--- config.mk ---
export PLATFORM = sky130hd
export DESIGN_NAME = rename_stage
export DESIGN_NICKNAME = d
export VERILOG_FILES = /design/src/rtl/rename_stage_pkg.sv /design/src/rtl/rename_free_list.sv /design/src/rtl/rename_stage.sv
export SDC_FILE = /design/constraint.sdc
export NUM_CORES = 1
export LEC_CHECK = 0
export BUFFER_PORTS_ARGS = -buffer_cell sky130_fd_sc_hd__buf_2
export CAP_MARGIN = 20
export CORE_MARGIN = 2
export CORE_UTILIZATION = 49
export DETAILED_ROUTE_END_ITERATION = 10
export PLACE_DENSITY = 0.8
export SLEW_MARGIN = 20
export SYNTH_ARGS = -nofsm -noshare
export SYNTH_HDL_FRONTEND = slang
export SYNTH_HIERARCHICAL = 1
export SYNTH_SLANG_ARGS = --single-unit
--- constraint.sdc ---
create_clock -name clk -period 3.15 [get_ports clk]
set_input_delay 0.63 -clock clk [delete_from_list [all_inputs] [get_ports clk]]
set_output_delay 0.63 -clock clk [all_outputs]
set_load 0.1 [all_outputs]
--- src/rtl/rename_stage_pkg.sv ---
// Shared constants and the renamed-instruction layout used by the rename stage
// and the issue queue.
package rename_stage_pkg;
    localparam int NUM_ARCH_REGS = 32;
    localparam int NUM_PHYS_REGS = 64;
    localparam int AREG_BITS     = 5;
    localparam int PREG_BITS     = 6;
    localparam int OPCODE_BITS   = 7;
    localparam int FL_DEPTH      = NUM_PHYS_REGS - NUM_ARCH_REGS;
    localparam int FL_PTR_BITS   = $clog2(FL_DEPTH);

    typedef struct packed {
        logic [OPCODE_BITS-1:0] opcode;
        logic [PREG_BITS-1:0]   phys_rd;
        logic [PREG_BITS-1:0]   phys_rs1;
        logic [PREG_BITS-1:0]   phys_rs2;
        logic [31:0]            immediate;
    } renamed_instr_t;
endpackage

--- src/rtl/rename_free_list.sv ---
// Circular free list of physical tags. Holds tags 32..63 after reset; pops
// from head on allocation and pushes returned tags at tail on commit.
module rename_free_list
    import rename_stage_pkg::*;
(
    input  logic                 clk,
    input  logic                 reset_n,
    input  logic                 pop,
    input  logic                 push,
    input  logic [PREG_BITS-1:0] push_preg,
    output logic [PREG_BITS-1:0] head_preg,
    output logic [PREG_BITS-1:0] count,
    output logic                 overflow_err
);
    logic [PREG_BITS-1:0]   mem [FL_DEPTH];
    logic [FL_PTR_BITS-1:0] head;
    logic [FL_PTR_BITS-1:0] tail;
    logic                   full;
    logic                   pop_ok;
    logic                   push_req;
    logic                   push_ok;

    assign full      = (count == PREG_BITS'(FL_DEPTH));
    assign pop_ok    = pop && (count != '0);
    // Tag 0 is the hard-wired zero register and never enters the list.
    assign push_req  = push && (push_preg != '0);
    // A simultaneous pop makes room, so a push at full is only rejected alone.
    assign push_ok   = push_req && (!full || pop_ok);
    assign head_preg = mem[head];

    // Pointer, storage, occupancy and sticky overflow update.
    always_ff @(posedge clk or negedge reset_n) begin
        if (!reset_n) begin
            for (int i = 0; i < FL_DEPTH; i++) begin
                mem[i] <= PREG_BITS'(FL_DEPTH + i);
            end
            head         <= '0;
            tail         <= '0;
            count        <= PREG_BITS'(FL_DEPTH);
            overflow_err <= 1'b0;
        end else begin
            if (pop_ok) begin
                head <= head + 1'b1;
            end
            if (push_ok) begin
                mem[tail] <= push_preg;
                tail      <= tail + 1'b1;
            end
            if (pop_ok && !push_ok) begin
                count <= count - 1'b1;
            end else if (push_ok && !pop_ok) begin
                count <= count + 1'b1;
            end
            if (push_req && full && !pop_ok) begin
                overflow_err <= 1'b1;
            end
        end
    end
endmodule

--- src/rtl/rename_stage.sv ---
// Register-rename stage: RAT lookup, destination allocation from the free
// list, and a one-entry valid/ready output register feeding the issue queue.
module rename_stage
    import rename_stage_pkg::*;
(
    input  logic                   clk,
    input  logic                   reset_n,
    input  logic                   in_valid,
    output logic                   in_ready,
    input  logic [OPCODE_BITS-1:0] in_opcode,
    input  logic [AREG_BITS-1:0]   in_rd,
    input  logic [AREG_BITS-1:0]   in_rs1,
    input  logic [AREG_BITS-1:0]   in_rs2,
    input  logic                   in_rd_write,
    input  logic [31:0]            in_immediate,
    output logic                   out_valid,
    input  logic                   out_ready,
    output logic [OPCODE_BITS-1:0] out_opcode,
    output logic [PREG_BITS-1:0]   out_phys_rd,
    output logic [PREG_BITS-1:0]   out_phys_rs1,
    output logic [PREG_BITS-1:0]   out_phys_rs2,
    output logic [PREG_BITS-1:0]   out_old_phys_rd,
    output logic [31:0]            out_immediate,
    input  logic                   commit_free_en,
    input  logic [PREG_BITS-1:0]   commit_free_preg,
    output logic [PREG_BITS-1:0]   free_count,
    output logic                   fl_overflow_err
);
    logic [PREG_BITS-1:0] rat [NUM_ARCH_REGS];
    renamed_instr_t       out_q;
    logic [PREG_BITS-1:0] old_q;
    logic                 valid_q;
    logic [PREG_BITS-1:0] fl_head_preg;
    logic [PREG_BITS-1:0] fl_count;
    logic                 needs_alloc;
    logic                 accept;
    logic                 alloc;

    assign needs_alloc = in_rd_write && (in_rd != '0);
    assign in_ready    = (!valid_q || out_ready) && (!needs_alloc || fl_count != '0);
    assign accept      = in_valid && in_ready;
    assign alloc       = accept && needs_alloc;

    rename_free_list u_free_list (
        .clk          (clk),
        .reset_n      (reset_n),
        .pop          (alloc),
        .push         (commit_free_en),
        .push_preg    (commit_free_preg),
        .head_preg    (fl_head_preg),
        .count        (fl_count),
        .overflow_err (fl_overflow_err)
    );

    // RAT: identity map after reset; rd remapped to the popped tag on allocation.
    // x0 never allocates, so rat[0] stays 0.
    always_ff @(posedge clk or negedge reset_n) begin
        if (!reset_n) begin
            for (int i = 0; i < NUM_ARCH_REGS; i++) begin
                rat[i] <= PREG_BITS'(i);
            end
        end else if (alloc) begin
            rat[in_rd] <= fl_head_preg;
        end
    end

    // Output register: load on accept (sources read pre-update), drop on handoff.
    always_ff @(posedge clk or negedge reset_n) begin
        if (!reset_n) begin
            out_q   <= '0;
            old_q   <= '0;
            valid_q <= 1'b0;
        end else if (accept) begin
            out_q.opcode    <= in_opcode;
            out_q.phys_rd   <= needs_alloc ? fl_head_preg : '0;
            out_q.phys_rs1  <= rat[in_rs1];
            out_q.phys_rs2  <= rat[in_rs2];
            out_q.immediate <= in_immediate;
            old_q           <= needs_alloc ? rat[in_rd] : '0;
            valid_q         <= 1'b1;
        end else if (out_ready) begin
            valid_q <= 1'b0;
        end
    end

    assign out_valid       = valid_q;
    assign out_opcode      = out_q.opcode;
    assign out_phys_rd     = out_q.phys_rd;
    assign out_phys_rs1    = out_q.phys_rs1;
    assign out_phys_rs2    = out_q.phys_rs2;
    assign out_old_phys_rd = old_q;
    assign out_immediate   = out_q.immediate;
    assign free_count      = fl_count;
endmodule
==> reports/metrics.yaml <==
outcome: "complete, no violations"
dr.max_layer_used: "met5"
vias: 17000
start_util_pct: 49.8
clkSinkCount: 465
p_int_uw: 16700
dpl_cell_area_um2: 26800
gr-total-overflow: 0
wl_mm: 67.6
crit_arrival_ns: 3.54
critPathLaunchType: "register"
syn_area_um2: 25000
final_util_pct: 56.8
fmax_mhz: 328
cts_max_path_buffers: 3
synthFlopType: "dfrtp_1"
switchingPower_uw: 10500
nets: 2018
layout_common_cells: "mux2_2, dfrtp_1, mux2i_1"
maxCapViolCount: 0
post-route-period-util_pct: 96.7
crit_buf_inv: 1
dieWidth_um: 230
clock_skew_ns: 0.0441
ant_nets: 0
clock_latency_ns: 0.62
drive_gt1_share_pct: 54.4
rsz0062_at_grt: "no"
io_buffers: 137
grtUsageTotal_pct: 25.6
yosysUniqueCellTypes: 63
total_power_uw: 27200
cts_buffers: 52
fill_cells: 3893
synthArstFlopShare_pct: 100
grt_max_degree: 105
gp_congestion: 0.978
met3_length_mm: 5.97
cp_common_cell: "nand3_1"
pwr-share-comb_pct: 37.7
ys_seq_area_share_pct: 47.4
setup_viol: 0
crit_path_max_incr_delay_ns: 0.66
syn_to_final_growth_pct: 14.1
crit_family: "simple AND/OR/NAND/NOR gates"
design_area_um2: 28600
grt_pass1_vias: 17800
syn_nets: 1890
synth.avg_cell_area_um2: 13.8
synth_top_area_share_pct: 27.2
post_cts_resized: 0
synth_area_leaders: "dfrtp_1, dfstp_2, mux2_2"
die_area_um2: 52900
cpMaxStageDelayCell: "dfstp_4"
synth_area_leader_cell: "dfrtp_1"
cts_tree: "built"
dp_hpwl_mm: 45.2
yosysWarnings: 6
path_class: "register to register"
grt_pass1_wl_mm: 106
p_per_area_nw_per_um2: 953
whs_ns: 0.253
drt-initial-drc-count: 1572
worst_pin_slew_ns: 0.982
p_leak_uw: 0.0125
final_common_cell: "mux2_2"
cp-end-kind: "register"
grt_antenna_before_repair: 6
wl_met1_mm: 27.5
coreArea_um2: 50300
cp.required_ns: 3.64
synth_edf_count: 0
cts-root-buf: "clkbuf_16"
post-route-min-period_ns: 3.05
diodes: 0
num_rows: 82
ios: 138
drc: 0
wire_per_inst_um: 25.4
min_path_type: "primary input to register"
maxSlewHeadroom_pct: 34.3
p_sw_share_pct: 38.5
crit_fanout: 36
syn_inst: 1816
worstPathCellList: "nor2_1 -> nand3_1 -> nand2b_4 -> nor2_2 -> nand4b_4 -> buf_4 -> nand3_1 -> mux2_2"
share_seq_of_total_power_pct: 39.2
hold_violations: 0
wl_met2_mm: 31.7
via_per_inst: 6.40
pwr-share-clk_pct: 23.1
slew_violations: 0
irDropWorstVdd_mv: 1.02
ctsHtreeMaxLevel: 2
dieHeight_um: 230
dr.pass1.iters: 6
ys_ff_latch: 465
clk_pin_slew_ns: 0.06
-- synthesized netlist by cell type, types with 5 or more instances --
| cell | instances |
|---|---|
| nand2_1 | 41 |
| or2_2 | 8 |
| mux2i_1 | 223 |
| a22oi_1 | 82 |
| a21oi_1 | 35 |
| nand3_4 | 21 |
| nor2_1 | 49 |
| buf_2 | 34 |
| nand2b_1 | 7 |
| nand3b_1 | 8 |
| mux2_1 | 5 |
| nor2b_1 | 12 |
| a211oi_1 | 5 |
| a22o_1 | 36 |
| nand3_2 | 11 |
| o221ai_1 | 6 |
| nand4_1 | 11 |
| ha_1 | 8 |
| mux2_2 | 401 |
| o22ai_1 | 17 |
| buf_1 | 7 |
| a221oi_1 | 26 |
| dfrtp_1 | 272 |
| mux4_2 | 83 |
| o41ai_1 | 12 |
| mux2_4 | 15 |
| dfstp_2 | 193 |
| buf_4 | 9 |
| clkbuf_1 | 88 |
| xnor2_1 | 9 |
| xor2_1 | 7 |
| buf_6 | 11 |
| nand3_1 | 8 |
-- flip-flops by register name, summed over array words and instances, names as in the netlist, 6 cells and up --
name,count
out_immediate,32
out_phys_rs1,6
out_old_phys_rd,6
out_opcode,7
rat,192
u_free_list/mem,192
out_phys_rs2,6
u_free_list/count,6
out_phys_rd,6
-- through the flow --
stage,worst slack [ns],instances,TNS [ns]
floorplan,-0.399,1816,-1.25
global placement,-0.0596,2561,-0.654
detailed placement,-0.0475,2561,-0.244
CTS,0.121,2660,0
global route,0.00221,2660,0
finish,0.103,2660,0
-- per-layer routing --
| metal | vias up | global-route usage, % |
|---|---|---|
| met2 | 837 | 40.6 |
| li1 | 7173 | - |
| met4 | 12 | 9.86 |
| met5 | - | 0 |
| met1 | 8838 | 33.9 |
| met3 | 176 | 6.34 |
-- kinds of logic after synthesis --
logic type,count (synthesis),synth area share [%]
muxes,727,35.5
buffers and inverters,154,3.03
and+or+nand+nor,217,6.08
adders and majority gates,8,0.400
DFF,465,47.4
AOI/OAI and AO/OA,229,6.94
xor gates and xnor gates,16,0.560
-- worst register-to-register path, stage by stage, from the launching register on --
cell      delay [ns]
dfstp_4         0.66
nor2_1          0.07
nand3_1         0.25
nand2b_4        0.08
nor2_2          0.20
nand4b_4        0.19
buf_4           0.64
nand3_1         0.45
mux2_2          0.39
-- power by group through the flow --
| stage | clock [uW] | sequential, uW | combinational, uW |
|---|---|---|---|
| after floorplan | 0 | 11600 | 6160 |
| after global placement | 0 | 10500 | 9860 |
| after detailed placement | 0 | 10700 | 10100 |
| after CTS | 6350 | 10600 | 10200 |
| after global routing | 6620 | 10900 | 10800 |
| final | 6280 | 10700 | 10300 |
-- path summary, 6_finish.rpt --
kind | start | to | slack (ns) | cells after the start
hold reg to reg | rat[186] | rat[186] | 0.42 | 0
hold / removal | in_opcode[0] | out_opcode[0] | 0.25 | 2
max in group asynchronous | reset_n | out_phys_rs2[3] | 1.62 | 3
setup reg to reg | u_free_list/count[5] | u_free_list/mem[162] | 0.10 | 8
min in group asynchronous | reset_n | u_free_list/mem[183] | 0.58 | 2
setup / recovery | u_free_list/count[5] | u_free_list/mem[162] | 0.10 | 8
-- layout make-up --
class	instances	area (um2)	share of cell area (%)
Tap cell	672	841	2.94
Clock buffer	83	1560	5.45
Timing Repair Buffer	225	1520	5.32
Inverter	3	11.3	0.0394
Multi-Input combinational cell	1197	12500	43.8
Clock inverter	15	239	0.837
Sequential cell	465	11900	41.6
-- repair_timing --
action / CTS / global route
buffers inserted: 0 / 0
hold buffers: 1 / 0
hold endpoints to repair: 26 / 0
(Power assumes the default switching activity.)
